`src/rtl/iir_slot_pkg.sv`:
```
// Shared definitions for the IIR slot controller: state encoding and default widths.
package iir_slot_pkg;

    localparam int DW_DEF     = 10;
    localparam int CW_DEF     = 16;
    localparam int NCOEF_DEF  = 5;
    localparam int UNITY_COEF = 16384;

    typedef enum logic [2:0] {
        ST_IDLE  = 3'd0,
        ST_CLR   = 3'd1,
        ST_LOAD  = 3'd2,
        ST_RUN   = 3'd3,
        ST_FLUSH = 3'd4,
        ST_DONE  = 3'd5
    } slot_state_t;

endpackage

```
`src/rtl/iir_slot_keep_pipe.sv`:
```
// Keep-flag delay line that tracks each filter advance through the IIR latency.
module iir_slot_keep_pipe #(
    parameter int LAT = 4
) (
    input  logic clk,
    input  logic reset,
    input  logic flag_in,
    output logic flag_out
);

    logic [LAT-1:0] sr;

    generate
        if (LAT == 1) begin : g_one
            always_ff @(posedge clk or posedge reset) begin
                if (reset) sr <= '0;
                else       sr <= flag_in;
            end
        end else begin : g_multi
            always_ff @(posedge clk or posedge reset) begin
                if (reset) sr <= '0;
                else       sr <= {sr[LAT-2:0], flag_in};
            end
        end
    endgenerate

    assign flag_out = sr[LAT-1];

endmodule

```
`src/rtl/iir_slot_ctrl.sv`:
```
// Per-slot sequencer for the receiver IIR filter: coefficient push, sample gating,
// settle discard and tail flush. Optional bypass slots under IIR_SLOT_BYPASS_EN.
//
// state | meaning
// IDLE  | waiting for start; host coefficient writes accepted
// CLR   | one-cycle filter state clear
// LOAD  | push shadow coefficients 0..NCOEF-1 over valid/ready
// RUN   | gate slot samples into the filter
// FLUSH | feed FLUSH_LEN zero samples to drain the filter tail
// DONE  | one-cycle done pulse
module iir_slot_ctrl
    import iir_slot_pkg::*;
#(
    parameter int DW         = DW_DEF,
    parameter int CW         = CW_DEF,
    parameter int NCOEF      = NCOEF_DEF,
    parameter int IIR_LAT    = 4,
    parameter int SETTLE_LEN = 32,
    parameter int FLUSH_LEN  = 16
) (
    input  logic          clk,
    input  logic          reset,
    input  logic          start,
    input  logic [15:0]   slot_len,
`ifdef IIR_SLOT_BYPASS_EN
    input  logic          bypass,
`endif
    input  logic          cfg_we,
    input  logic [2:0]    cfg_addr,
    input  logic [CW-1:0] cfg_wdata,
    output logic          cfg_err,
    input  logic [DW-1:0] din,
    input  logic          din_vld,
    output logic [DW-1:0] iir_din,
    output logic          iir_en,
    output logic          iir_clr,
    output logic [CW-1:0] coef_data,
    output logic [2:0]    coef_idx,
    output logic          coef_vld,
    input  logic          coef_rdy,
    input  logic [DW-1:0] iir_dout,
    output logic [DW-1:0] dout,
    output logic          dout_vld,
    output logic          busy,
    output logic          done
);

    localparam logic [3:0]  NCOEF_L    = 4'(NCOEF);
    localparam logic [2:0]  LAST_K     = 3'(NCOEF - 1);
    localparam logic [15:0] SETTLE_L   = 16'(SETTLE_LEN);
    localparam logic [15:0] FLUSH_INIT = 16'(FLUSH_LEN - 1);

    // A shorter flush would let kept outputs still be in the filter when done fires.
    generate
        if (FLUSH_LEN < IIR_LAT + 1) begin : g_flush_len_check
            $error("iir_slot_ctrl: FLUSH_LEN must be >= IIR_LAT+1");
        end
    endgenerate

    slot_state_t   state, state_nxt;
    logic [15:0]   slot_len_q;
    logic [15:0]   cnt, cnt_nxt;
    logic [15:0]   flush_tmr;
    logic [2:0]    k;
    logic [CW-1:0] shadow [NCOEF];
    logic          byp_q;
    logic          cfg_ok;
    logic          take;
    logic          last_take;
    logic          keep_q;
    logic          keep_out;

`ifdef IIR_SLOT_BYPASS_EN
    always_ff @(posedge clk or posedge reset) begin
        if (reset)                          byp_q <= 1'b0;
        else if (state == ST_IDLE && start) byp_q <= bypass;
    end
`else
    assign byp_q = 1'b0;
`endif

    assign cnt_nxt   = cnt + 16'd1;
    assign take      = (state == ST_RUN) && din_vld;
    assign last_take = take && (cnt_nxt == slot_len_q);
    assign cfg_ok    = (state == ST_IDLE) && ({1'b0, cfg_addr} < NCOEF_L);

    always_comb begin
        state_nxt = state;
        busy      = (state != ST_IDLE);
        done      = (state == ST_DONE);
        iir_clr   = (state == ST_CLR);
        coef_vld  = (state == ST_LOAD);
        coef_idx  = '0;
        coef_data = '0;
        if (state == ST_LOAD) begin
            coef_idx  = k;
            coef_data = shadow[k];
        end

        case (state)
            ST_IDLE: begin
                if (start) begin
`ifdef IIR_SLOT_BYPASS_EN
                    if (bypass) state_nxt = (slot_len == '0) ? ST_DONE : ST_RUN;
                    else        state_nxt = ST_CLR;
`else
                    state_nxt = ST_CLR;
`endif
                end
            end
            ST_CLR:  state_nxt = ST_LOAD;
            ST_LOAD: begin
                if (coef_rdy && k == LAST_K)
                    state_nxt = (slot_len_q == '0) ? ST_FLUSH : ST_RUN;
            end
            ST_RUN: begin
                if (last_take) state_nxt = byp_q ? ST_DONE : ST_FLUSH;
            end
            ST_FLUSH: begin
                if (flush_tmr == '0) state_nxt = ST_DONE;
            end
            ST_DONE: state_nxt = ST_IDLE;
            default: state_nxt = ST_IDLE;
        endcase
    end

    always_ff @(posedge clk or posedge reset) begin
        if (reset) begin
            state      <= ST_IDLE;
            slot_len_q <= '0;
            cnt        <= '0;
            k          <= '0;
            flush_tmr  <= '0;
        end else begin
            state <= state_nxt;
            if (state == ST_IDLE && start) slot_len_q <= slot_len;

            if (state == ST_IDLE) cnt <= '0;
            else if (take)        cnt <= cnt_nxt;

            if (state != ST_LOAD)               k <= '0;
            else if (coef_rdy && k != LAST_K)   k <= k + 3'd1;

            // Down-counter loaded while outside FLUSH so the first FLUSH cycle sees FLUSH_LEN-1.
            if (state != ST_FLUSH)      flush_tmr <= FLUSH_INIT;
            else if (flush_tmr != '0)   flush_tmr <= flush_tmr - 16'd1;
        end
    end

    always_ff @(posedge clk or posedge reset) begin
        if (reset) begin
            cfg_err <= 1'b0;
            for (int i = 0; i < NCOEF; i++)
                shadow[i] <= (i == 0) ? CW'(UNITY_COEF) : '0;
        end else begin
            cfg_err <= cfg_we && !cfg_ok;
            if (cfg_we && cfg_ok) shadow[cfg_addr] <= cfg_wdata;
        end
    end

    always_ff @(posedge clk or posedge reset) begin
        if (reset) begin
            iir_en   <= 1'b0;
            iir_din  <= '0;
            keep_q   <= 1'b0;
            dout     <= '0;
            dout_vld <= 1'b0;
        end else begin
            iir_en  <= (take && !byp_q) || (state == ST_FLUSH);
            iir_din <= (take && !byp_q) ? din : '0;
            keep_q  <= take && !byp_q && (cnt >= SETTLE_L);

            if (byp_q && state == ST_RUN) begin
                dout_vld <= din_vld;
                if (din_vld) dout <= din;
            end else begin
                dout_vld <= keep_out;
                if (keep_out) dout <= iir_dout;
            end
        end
    end

    // keep_q is aligned with iir_en, so the pipe exit lines up with iir_dout.
    iir_slot_keep_pipe #(
        .LAT (IIR_LAT)
    ) u_keep_pipe (
        .clk      (clk),
        .reset    (reset),
        .flag_in  (keep_q),
        .flag_out (keep_out)
    );

endmodule

```
`config.mk`:
```
export PLATFORM = sky130hd
export DESIGN_NAME = iir_slot_ctrl
export DESIGN_NICKNAME = d
export VERILOG_FILES = /design/src/rtl/iir_slot_pkg.sv /design/src/rtl/iir_slot_keep_pipe.sv /design/src/rtl/iir_slot_ctrl.sv
export SDC_FILE = /design/constraint.sdc
export NUM_CORES = 1
export LEC_CHECK = 0
export ABC_AREA = 1
export BUFFER_PORTS_ARGS = -buffer_cell sky130_fd_sc_hd__buf_2
export CAP_MARGIN = 25
export CORE_MARGIN = 8
export CORE_UTILIZATION = 52
export CTS_CLUSTER_DIAMETER = 120
export DETAILED_ROUTE_END_ITERATION = 10
export GPL_TIMING_DRIVEN = 0
export MAX_ROUTING_LAYER = met4
export PLACE_DENSITY = 0.73
export SLEW_MARGIN = 20
export SYNTH_ARGS = -nofsm -noshare
export SYNTH_HDL_FRONTEND = slang
export SYNTH_SLANG_ARGS = --single-unit
```
`constraint.sdc`:
```
create_clock -name clk -period 9.3 [get_ports clk]
set_input_delay 1.86 -clock clk [delete_from_list [all_inputs] [get_ports clk]]
set_output_delay 1.86 -clock clk [all_outputs]
set_load 0.01 [all_outputs]
```
==> results by stage, run 1 <==
Clock network:
- Clock-pin slew was measured on the worst setup and hold paths at 60 ps.
- The post-cts resize count is 0.
- The latest clock arrival within the worst-skew pair is 430 ps.
- The H-tree level count is 4.
- The root buffer selected by CTS is sky130_fd_sc_hd__clkbuf_16.
- The post-CTS setup-driven buffer insertion count is 0.
- The number of clock sinks is 162.
- Counting along the longest clock path gives a buffer depth of 2.
- TritonCTS built the clock tree.
- The number of hold buffers added after CTS was 0.
- The TritonCTS buffer count is 17.

Timing:
- The worst path uses 49.2% of the clock period.
- Setup repair after global routing left no endpoint under its margin.
- In the post-route analysis, the smallest setup slack over all paths is 4720 ps.
- The number of failing setup endpoints in the final timing report is 0.
- Headroom to the max-slew limit came out at 34.6%.
- The count of pins over their slew limit is 0.
- For the pin with the worst max-slew slack, the measured transition is 974 ps.
- The final period demand of the worst path is 4580 ps.
- The maximum clock frequency is 218 MHz.
- The setup TNS after final layout is 0 ps.
- The final clock skew is 9.04 ps.
- The count of final hold-check violations came to 0.

Die:
- The die outline height is 139 microns.
- From left edge to right edge, the die measures 139 microns.
- The floorplan step defined a die boundary enclosing 19300 sq um.
- The starting density of the core is 52.3%.
- After floorplanning, the core was divided into 45 placement rows.
- Pin placement for this block handled 107 I/O pins.
- The total area inside the core boundary comes to 15000 sq um.

Drt:
- The average wire per cell in the routed design is 15.8 microns.
- The remaining routing DRC violations is 0.
- The pre-antenna-repair detailed-routing pass consisted of 5 iterations.
- Using the TritonRoute via totals, the vias-per-cell ratio works out to 5.42.
- The number of nets with antenna violations after routing is 0.
- The vias after detailed routing is 6878.
- Wires add up to 20000 microns.
- The DRC marker count from the first detailed-route iteration is 561.

Critical path:
- STA puts the critical path data arrival time at 2720 ps.
- The most numerous cell type found on the critical path is sky130_fd_sc_hd__buf_2.
- The critical path goes through clkbuf_1 -> nor3_1 -> buf_2 -> nand2_1 -> a21oi_1 -> buf_2.
- The maximum cell stage delay along the critical path is 830 ps.
- The category of the most critical setup path is flip-flop to output pin.
- The worst setup path is captured at an output pin.
- STA classifies the critical path startpoint as a flip-flop.
- The largest fanout on the critical path is 10.
- The worst setup slack for register-to-register paths is 7090 ps.
- The slowest library cell on the worst path is sky130_fd_sc_hd__nor3_1.
- STA puts the critical path data required time at 7440 ps.

Global route:
- The wire length of the first global-routing pass is 33800 microns.
- The initial antenna violation count is 2.
- Entering global routing, the biggest net connects 105 pins.
- The met1 layer usage reported by global route is 27.6%.
- In this run the most used layer during global routing was met2.
- The met2 usage is 35.4%.
- The via count of the first global-routing pass was 6678.
- For this run the aggregate overflow at the end of global routing stands at 0.
- Across every metal layer, demand over resource in global routing totals 22.2%.
- The met3 usage is 5.44%.

Synth:
- The total of warnings raised by yosys is 0.
- Counting flops with an async set or reset pin after synthesis yields a share of 100%.
- Yosys mapped a number of flops with a built-in enable equal to 0.
- The biggest area contributor in the post-synthesis netlist is sky130_fd_sc_hd__dfrtp_1.
- The share of Yosys cell area claimed by the top area cell type is 51.4%.
- The most repeated cell in the gate-level netlist after synthesis is sky130_fd_sc_hd__nand2_1.
- The sequential-to-total area share from yosys stat is 51.7%.
- After synthesis the netlist holds a flip-flop and latch count of 162.
- In this run the cell area of the synthesized design comes to 7840 sq um.
- Averaged over all synthesized cells, the footprint is 8.35 sq um.
- Yosys attributes the largest share of cell area to sky130_fd_sc_hd__dfrtp_1 (51%), sky130_fd_sc_hd__nand2_1 (9.9%), sky130_fd_sc_hd__o21ai_0 (6.2%).
- Counting every net in the synthesized netlist gives 1005.
- After synthesis, the most frequently instantiated cells are sky130_fd_sc_hd__nand2_1 (207), sky130_fd_sc_hd__dfrtp_1 (161), sky130_fd_sc_hd__nor2_1 (102), sky130_fd_sc_hd__o21ai_0 (97), sky130_fd_sc_hd__inv_1 (90).
- The number of distinct standard cells referenced by the synthesized netlist is 45.
- In the synthesized netlist the dominant register cell turns out to be sky130_fd_sc_hd__dfrtp_1.
- After technology mapping, the gate count stands at 939.

Pwr:
- The maximum VDD drop is 179 uV.
- Power spread over the standard cell area amounts to 260 nW/um^2.
- In this run the static leakage power is 4.66 nW.

Final layout:
- The filler cells instantiated in the layout total 1333.
- The relative area change from synthesis to final layout is 18.5%.
- The share of layout cells above drive strength 1 is 18.8%.
- The final-stage net count is 1131.

Job:
- Across the run, the number of max-cap violations was 0.

Placed design:
- The number of input and output port buffers inserted is 106.
- Once detailed placement completed, the half-perimeter wirelength came to 14000 microns.
- OpenSTA, run right after detailed placement, puts the worst setup slack at 5170 ps.
- The congestion estimate from routability-driven global placement came to 0.881.

Status:
- The flow ran to the end, and the final reports show no timing, DRC or antenna violations.

Hold path:
- The type of the most critical hold path is flip-flop to flip-flop.
[placed cells by master (no fill, tap or decap), drive strengths merged, types with 2 or more instances in the layout]
master  netlist  final
clkbuf       21     43
o22ai        30     30
nor4          9      9
xor2          5      5
nor2        114    114
o21ai       114    114
or2           3      3
inv          96     96
nand2       215    215
bufinv        0      4
nand3        39     39
and3          2      2
xnor2         3      3
nor3          9      9
clkinv        1      6
o21a         16     16
dfrtp       161    161
a21oi        47     47
a211oi        2      2
nand4        14     14
mux2         10     10
buf          18    125
ha            5      5
diode         0      2
[critical path: cells and delay by family, from the launching register on]
kind	cells	cell delay (ps)
AO/OA/AOI/OAI	1	220
buffers and inverters	3	790
flip-flops	1	380
AND/OR/NAND/NOR	2	910
[final timing paths]
path | start | end | cells past startpoint
setup / recovery | k[0]$_DFFE_PP0P_ | coef_data[14] | 6
hold / removal | u_keep_pipe.sr[2]$_DFF_PP0_ | u_keep_pipe.sr[3]$_DFF_PP0_ | 0
setup reg to reg | k[0]$_DFFE_PP0P_ | state[0]$_DFFE_PP0P_ | 8
hold reg to reg | u_keep_pipe.sr[2]$_DFF_PP0_ | u_keep_pipe.sr[3]$_DFF_PP0_ | 0
max in group asynchronous | reset | flush_tmr[14]$_DFFE_PP0P_ | 3
min in group asynchronous | reset | dout[1]$_DFFE_PP0P_ | 2
[layout make-up]
cell class / count / area, sq um / share of cell area, %
Multi-Input combinational cell: 641 / 3240 / 34.9
Tap cell: 188 / 235 / 2.53
Buffer: 39 / 173 / 1.86
Clock inverter: 10 / 153 / 1.64
Clock buffer: 22 / 494 / 5.32
Antenna cell: 2 / 5.00 / 0.0539
Timing Repair Buffer: 107 / 558 / 6.01
Inverter: 97 / 377 / 4.05
Sequential cell: 162 / 4060 / 43.6
[metal layers]
metal | vias up | wire length, microns
met5 | - | 0
li1 | 3349 | -
met1 | 3278 | 8680
met4 | 0 | 278
met2 | 227 | 9680
met3 | 24 | 1350
[report_power, final]
part	internal, W	total (W)	leakage (nW)	switching [W]
clock	0.000483	0.000762	0.322	0.000279
combinational	0.000240	0.000628	2.26	0.000388
sequential	0.000907	0.00103	2.08	0.000121
[per-stage QoR]
step,hold WS (ps),utilization (%),power (W),instance area [sq um],instances
CTS,348,62.0,0.00243,9290,1266
detailed placement,335,57.7,0.00166,8640,1234
global route,355,62.0,0.00257,9290,1268
floorplan,331,-,0.00146,7840,939
finish,348,62.0,0.00242,9290,1268
global placement,337,57.5,0.00164,8610,1233
[sequential cells by signal (all words and copies together), names as in the netlist, 3 cells and up]
signal	flops
cnt	16
shadow	80
u_keep_pipe.sr	4
slot_len_q	16
flush_tmr	16
dout	10
iir_din	10
k	3
state	3
[logic make-up (layout without fill, tap and decap cells)]
family,after synthesis,count (layout),synth area share (%)
DFF,162,162,51.7
other,0,2,0
xor gates and xnor gates,8,8,0.894
buffers and inverters,136,275,6.91
muxes,10,10,1.44
adders and majority gates,5,5,0.798
and+or+nand+nor,405,405,23.4
AOI/OAI and AO/OA,213,213,14.9
Power figures use the tool's default switching activity.
==> run 2: changes to the inputs <==
--- a/config.mk
+++ b/config.mk
@@ -14,7 +14,7 @@
 export DETAILED_ROUTE_END_ITERATION = 10
 export GPL_TIMING_DRIVEN = 0
 export MAX_ROUTING_LAYER = met4
-export PLACE_DENSITY = 0.73
+export PLACE_DENSITY = 0.76
 export SLEW_MARGIN = 20
 export SYNTH_ARGS = -nofsm -noshare
 export SYNTH_HDL_FRONTEND = slang
==> constraint.sdc (replaced) <==
create_clock -name clk -period 4.2 [get_ports clk]
set_input_delay 0.84 -clock clk [delete_from_list [all_inputs] [get_ports clk]]
set_output_delay 0.84 -clock clk [all_outputs]
set_load 0.01 [all_outputs]
==> run 2 against run 1 <==
  * Worst hold slack worse by 3.5 ps
  * Die area is the same
  * First-iteration DRC count down 11%
  * Combinational power up 120%
  * Highest routed layer unchanged
  * Critical path type unchanged
  * Via count is essentially flat
  * Largest cell class unchanged
==> results by stage, run 2 (synthesized netlist as in run 1, its figures left out) <==
Pwr:
- The total power is 0.00532 W (+120%).
- The maximum VDD drop came to 369 uV (+110%).
- The static leakage power is 4.68 nW (+0.45%).
- The total power divided by cell area is 569 nW/um^2 (+120%).

Critical path:
- The data required time at the worst endpoint was 3360 ps (-4080 ps).
- The launching element type of the critical path is a flip-flop.
- The largest fanout on the critical path was 10 (unchanged).
- The category of the most critical setup path is flip-flop to output pin.
- The kind of end point of the critical path is an output pin.
- The data arrival time of the critical path came to 2670 ps (-50 ps).

Drt:
- The DRC marker count from the first detailed-route iteration is 502 (-11%).
- The number of detailed-route iterations in the first pass came to 7 (+2).
- The remaining routing DRC violations came to 0 (unchanged).
- The via density per instance is 5.41 (-0.19%).
- The total detailed-routing wirelength is 19900 microns (-0.35%).
- The vias after detailed routing is 6876 (-0.029%).
- The number of nets with antenna violations after routing is 0 (unchanged).
- The average wire per cell in the routed design was 15.7 microns (-0.51%).

Die:
- The number of I/O pins is 107 (unchanged).
- The floorplan die width is 139 microns (unchanged).
- The starting density of the core came to 52.3% (unchanged).
- The die outline height is 139 microns (unchanged).
- The number of placement rows is 45 (unchanged).
- The overall die area came to 19300 sq um (unchanged).
- The placeable core region is 15000 sq um (unchanged).

Timing:
- The smallest clock period supported by the final layout is computed as 3510 ps.
- The count of pins over their slew limit is 0 (unchanged).
- The number of failing setup endpoints in the final timing report came to 0 (unchanged).
- The actual slew at the worst max-slew pin is 912 ps (-61.3 ps).
- The final clock skew is 7.06 ps (-1.97 ps).
- Setup repair after global routing left no endpoint under its margin.
- Dividing the final minimum period by the clock period gives 83.6%.
- The count of final hold-check violations is 0 (unchanged).
- The relative max-transition margin is 38.7% (+4.1 points).
- For this run, the top clock speed supported by timing is 285 MHz.
- The setup TNS after final layout was 0 ps (unchanged).

Final layout:
- The sequential standard cell area is 4060 sq um (unchanged).
- The final-stage net count was 1135 (+0.35%).
- The library cell used most frequently in the layout, excluding fill and tap cells, is sky130_fd_sc_hd__nand2_1.
- The share of the core filled with cells in the final layout is 62.4% (+0.38 points).
- The final-layout fill cell count came to 1298 (-2.6%).
- Counting flops per register, the top entry is shadow.
- The relative area change from synthesis to final layout is 19.3%.
- The footprint of the multi-input gates came to 3240 sq um (unchanged).
- The library cells used most frequently in the layout, excluding fill and tap cells, are sky130_fd_sc_hd__nand2_1 (207), sky130_fd_sc_hd__dfrtp_1 (161), sky130_fd_sc_hd__buf_2 (121).
- The share of layout cells above drive strength 1 was 18.8% (-0.070 points).
- The final antenna diode count came to 0 (-2).
- The number of flip-flops in the largest register is 80 (unchanged).

Clock network:
- The number of clock sinks is 162 (unchanged).
- The clock tree from TritonCTS is yes.
- The post-cts resize count is 0 (unchanged).
- The TritonCTS buffer count was 17 (unchanged).
- The clock-pin slew on the worst setup and hold paths is 60 ps (about the same).
- The number of buffers added to fix hold violations after cts is 0 (unchanged).
- The H-tree level count was 4 (unchanged).
- The number of buffers on the longest clock path is 2 (unchanged).
- The latest clock arrival within the worst-skew pair is 430 ps (about the same).
- The post-CTS setup-driven buffer insertion count came to 0 (unchanged).
- Clock tree synthesis selected as its root buffer the cell sky130_fd_sc_hd__clkbuf_16.

Placed design:
- The final weighted congestion of routability-driven global placement is 0.949 (+7.7%).
- The number of input and output port buffers inserted is 106 (unchanged).
- The HPWL after detailed placement is 14600 microns (+4.7%).

Global route:
- The initial antenna violation count was 0 (-2).
- The final global-route overflow total came to 0 (unchanged).
- The total global-route track usage is 22.4% (+0.23 points).
- The maximum number of pins on one net before global-route repair is 35 (-67%).
- The wire length of the first global-routing pass is 34000 microns (+0.67%).
- The via count of the first global-routing pass was 6942 (+4.0%).

Status:
- The run finished with clean final reports.

Hold path:
- The tightest min-delay check is of the flip-flop to flip-flop type.

Job:
- The number of max-cap violations is 0 (unchanged).
==> run 2: cell types whose count changed in the layout (fill, tap and decap cells not counted) <==
| cell | delta |
|---|---|
| sky130_fd_sc_hd__buf_16 | -1 |
| sky130_fd_sc_hd__diode_2 | -2 |
| sky130_fd_sc_hd__clkbuf_8 | +3 |
| sky130_fd_sc_hd__clkinv_2 | -5 |
| sky130_fd_sc_hd__clkbuf_1 | +4 |
| sky130_fd_sc_hd__inv_8 | -1 |
| sky130_fd_sc_hd__buf_12 | +5 |
| sky130_fd_sc_hd__bufinv_16 | -1 |
==> run 2: worst paths after layout <==
path / start / endpoint / slack (ps) / cells after the start
setup / recovery: k[0]$_DFFE_PP0P_ / coef_data[14] / 690 / 6
hold / removal: u_keep_pipe.sr[0]$_DFF_PP0_ / u_keep_pipe.sr[1]$_DFF_PP0_ / 340 / 0
setup reg to reg: k[1]$_DFFE_PP0P_ / state[1]$_DFFE_PP0P_ / 1960 / 9
hold reg to reg: u_keep_pipe.sr[0]$_DFF_PP0_ / u_keep_pipe.sr[1]$_DFF_PP0_ / 340 / 0
max in group asynchronous: reset / iir_din[4]$_DFF_PP0_ / 2920 / 5
min in group asynchronous: reset / dout[6]$_DFFE_PP0P_ / 370 / 2
==> run 2: layout make-up <==
class                      count  share of cell area [%]
inverter                      97                    3.99
tap                          188                    2.52
clock buffer                  29                    5.89
buffer                        39                    1.85
timing repair buffer         111                    6.74
multi-input combinational    641                    34.7
clock inverter                 3                   0.963
sequential                   162                    43.4
==> run 2: stage by stage <==
| step | hold WS (ps) | std cells | area (sq um) | worst slack [ps] |
|---|---|---|---|---|
| detailed placement | 345 | 1238 | 8710 | 1120 |
| floorplan | 331 | 939 | 7840 | 1300 |
| global placement | 336 | 1233 | 8610 | 280 |
| CTS | 348 | 1270 | 9350 | 660 |
| finish | 344 | 1270 | 9350 | 689 |
| global route | 353 | 1270 | 9350 | 551 |
==> run 2: metal layers <==
layer  share of wire, %  vias up  wire length (microns)  GRT usage (%)
met5                  0        -                      0              -
met4                3.2        0                    636           9.82
met3                5.3       49                   1060           4.58
met2                 49      213                   9840           36.2
met1                 42     3263                   8390           26.8
li1                   -     3351                      -              -
==> run 2: power breakdown <==
group	switching (W)	internal, W	total [W]
combinational	0.000855	0.000538	0.00139
sequential	0.000274	0.00201	0.00228
clock	0.000582	0.00106	0.00165
total	0.00171	0.00361	0.00532
==> run 2: worst max-delay path, stage by stage, from the launching register on <==
cell,delay [ps]
sky130_fd_sc_hd__dfrtp_1,380
sky130_fd_sc_hd__clkbuf_1,170
sky130_fd_sc_hd__nor3_1,770
sky130_fd_sc_hd__buf_2,410
sky130_fd_sc_hd__nand2_1,90
sky130_fd_sc_hd__a21oi_1,250
sky130_fd_sc_hd__buf_2,180
==> run 3: changes to the inputs <==
--- a/config.mk
+++ b/config.mk
@@ -14,7 +14,7 @@
 export DETAILED_ROUTE_END_ITERATION = 10
 export GPL_TIMING_DRIVEN = 0
 export MAX_ROUTING_LAYER = met4
-export PLACE_DENSITY = 0.76
+export PLACE_DENSITY = 0.73
 export SLEW_MARGIN = 20
 export SYNTH_ARGS = -nofsm -noshare
 export SYNTH_HDL_FRONTEND = slang
==> constraint.sdc (replaced) <==
create_clock -name clk -period 3.3 [get_ports clk]
set_input_delay 0.66 -clock clk [delete_from_list [all_inputs] [get_ports clk]]
set_output_delay 0.66 -clock clk [all_outputs]
set_load 0.01 [all_outputs]
==> run 3 against run 2 <==
  * Via count increased by 0.35%
  * Sequential cell count unchanged
  * Sequential power increased by 28%
  * Global-route usage about the same
  * Register-to-register slack got worse by 860 ps
  * Combinational power increased by 29%
  * Largest power group unchanged
==> results by stage, run 3 (synthesized netlist as in run 1, its figures left out) <==
Critical path:
- The launching element type of the critical path is a flip-flop.
- The maximum cell stage delay along the critical path is 610 ps (-160 ps).
- The data arrival time of the critical path was 2500 ps (-170 ps).
- The dominant cell type by count on the critical path is sky130_fd_sc_hd__clkbuf_1.
- In this run the critical register-to-register path is launched from k[0]$_DFFE_PP0P_.
- The largest fanout on the critical path is 10 (unchanged).
- The signal on the critical path passes through inv_1 -> clkbuf_1 -> clkbuf_1 -> nand2_1 -> a21oi_1 -> buf_2.
- The data required time at the worst endpoint is 2640 ps (-720 ps).
- The buffer and inverter count on the worst path is 4 (+1).
- The slowest library cell on the worst path is sky130_fd_sc_hd__clkbuf_1.
- On the critical path the largest part of the delay comes from buffers and inverters.
- The critical path in this run is classified as flip-flop to output pin.
- The kind of end point of the critical path is an output pin.
- In this run the worst setup path begins at k[2]$_DFFE_PP0P_.

Timing:
- The count of final hold-check violations came to 0 (unchanged).
- The count of pins over their slew limit was 0 (unchanged).
- Derived from the worst setup path, the maximum achievable clock frequency is 317 MHz.
- Setup repair after global routing left no endpoint under its margin.
- The worst path in the final design needs a cycle of 3160 ps, including I/O delays and setup.
- The actual slew at the worst max-slew pin is 709 ps (-203 ps).
- The number of failing setup endpoints in the final timing report came to 0 (unchanged).
- The final clock skew is 7.44 ps (+0.373 ps).
- The relative max-transition margin is 52.7% (+14 points).
- The final period utilization is 95.6%.
- The final setup slack of the worst path is 144 ps (-545 ps).

Die:
- The number of I/O pins is 107 (unchanged).
- The floorplan die width is 139 microns (unchanged).
- The starting density of the core was 52.3% (unchanged).
- The number of placement rows is 45 (unchanged).
- The overall die area is 19300 sq um (unchanged).
- The die outline height is 139 microns (unchanged).
- The placeable core region came to 15000 sq um (unchanged).

Final layout:
- The final-stage net count is 1136 (+0.088%).
- The final-layout fill cell count is 1342 (+3.4%).
- The footprint of the multi-input gates was 3250 sq um (+0.15%).
- The relative area change from synthesis to final layout is 19.3% (unchanged).
- The final antenna diode count is 0 (unchanged).
- In the layout the commonest cells are sky130_fd_sc_hd__nand2_1 (207), sky130_fd_sc_hd__dfrtp_1 (161), sky130_fd_sc_hd__buf_2 (121).
- The count of non-filler cells in the finished layout is 1269 (-0.079%).
- The share of layout cells above drive strength 1 came to 19.1% (+0.29 points).
- The sequential standard cell area was 4060 sq um (unchanged).
- The most frequent standard cell in the layout excluding fill and tap cells is sky130_fd_sc_hd__nand2_1.
- The share of the core filled with cells in the final layout is 62.4% (unchanged).
- Ranked by flip-flop count, first place goes to shadow.
- The number of flip-flops in the largest register is 80 (unchanged).

Clock network:
- Clock tree synthesis selected as its root buffer the cell sky130_fd_sc_hd__clkbuf_16.
- The latest clock arrival within the worst-skew pair is 420 ps (about the same).
- The TritonCTS buffer count is 17 (unchanged).
- The number of buffers on the longest clock path is 2 (unchanged).
- TritonCTS built the clock tree.
- The H-tree level count is 4 (unchanged).
- The clock-pin slew on the worst setup and hold paths was 60 ps (about the same).
- The number of clock sinks is 162 (unchanged).
- The post-CTS setup-driven buffer insertion count came to 0 (unchanged).

Job:
- The number of max-cap violations was 0 (unchanged).

Drt:
- The total detailed-routing wirelength is 20600 microns (+3.2%).
- The via density per instance came to 5.44 (+0.43%).
- The average wire per cell in the routed design is 16.2 microns (+3.3%).
- The DRC marker count from the first detailed-route iteration is 466 (-7.2%).
- The remaining routing DRC violations is 0 (unchanged).
- The vias after detailed routing is 6900 (+0.35%).
- The number of detailed-route iterations in the first pass came to 5 (-2).
- The number of nets with antenna violations after routing is 0 (unchanged).

Placed design:
- The number of input and output port buffers inserted was 106 (unchanged).
- The number of cells in the design after placement is 1239 (+0.081%).
- The final weighted congestion of routability-driven global placement is 0.890 (-6.2%).
- The HPWL after detailed placement is 14600 microns (about the same).
- The setup slack after placement is 302 ps (-814 ps).

Pwr:
- The total power divided by cell area was 717 nW/um^2 (+26%).
- The static leakage power is 4.69 nW (+0.15%).
- The total power is 0.00670 W (+26%).
- The maximum VDD drop was 397 uV (+7.8%).

Global route:
- The maximum number of pins on one net before global-route repair is 34 (-2.9%).
- The initial antenna violation count is 0 (unchanged).
- The wire length of the first global-routing pass is 34000 microns (about the same).
- The final global-route overflow total is 0 (unchanged).
- The via count of the first global-routing pass is 6843 (-1.4%).
- The total global-route track usage is 22.4% (about the same).

Status:
- The flow ran to the end, and the final reports show no timing, DRC or antenna violations.

Hold path:
- The tightest min-delay check is of the input pin to asynchronous set/reset pin type.
run 3: cell count changes in the layout (fill, tap and decap cells not counted), sizes merged:
cell,delta
clkbuf,-3
clkinv,+2
bufinv,-1
buf,+1
run 3: timing repair:
action                     CTS  global route
setup endpoints to repair   10             1
pin swaps                    0             0
hold buffers                 0             0
gates resized for setup      1             2
run 3: area by class of cell:
cell class              count  area share (%)
plain buffers              39            1.86
multi-input cells         641            34.7
flip-flops and latches    162            43.4
clock inverters             4           0.749
well taps                 188            2.52
inverters                  97            3.99
repair buffers            112            7.12
clock buffers              26            5.66
run 3: power by group:
part | switching, W | internal [W]
clock | 0.000759 | 0.00125
combinational | 0.00110 | 0.000688
sequential | 0.000353 | 0.00256
total | 0.00221 | 0.00449
run 3: through the flow:
stage	cell area, sq um	hold slack [ps]	setup TNS [ps]
finish	9350	224	0
global route	9350	243	0
CTS	9350	220	0
detailed placement	8740	338	0
global placement	8610	338	-74150
floorplan	7840	331	0
run 3: path summary, 6_finish.rpt:
check / end / slack (ps) / cells after the start
worst max-delay path: coef_data[14] / 140 / 6
worst min-delay path: u_keep_pipe.sr[2]$_DFF_PP0_ / 220 / 2
worst max register to register: state[0]$_DFFE_PP0P_ / 1100 / 8
worst min register to register: u_keep_pipe.sr[2]$_DFF_PP0_ / 350 / 0
max in group asynchronous: flush_tmr[8]$_DFFE_PP0P_ / 2010 / 6
min in group clk: u_keep_pipe.sr[2]$_DFF_PP0_ / 350 / 0
run 3: worst reg2reg max path, cell delays in order, from the launching register on:
cell	delay, ps
sky130_fd_sc_hd__dfrtp_1	360
sky130_fd_sc_hd__clkbuf_1	260
sky130_fd_sc_hd__clkinv_1	280
sky130_fd_sc_hd__clkbuf_1	330
sky130_fd_sc_hd__ha_1	310
sky130_fd_sc_hd__nand3_1	90
sky130_fd_sc_hd__o2bb2ai_1	230
sky130_fd_sc_hd__nor2_8	70
sky130_fd_sc_hd__a21boi_2	160
run 3: per-layer routing:
metal / routed length [microns] / vias up / global-route usage [%] / part of all wire, %
li1: - / 3345 / - / -
met1: 8950 / 3263 / 27.6 / 43
met2: 9840 / 243 / 35.2 / 48
met3: 1290 / 49 / 5.13 / 6.2
met4: 499 / 0 / 8.84 / 2.4
met5: 0 / - / - / 0
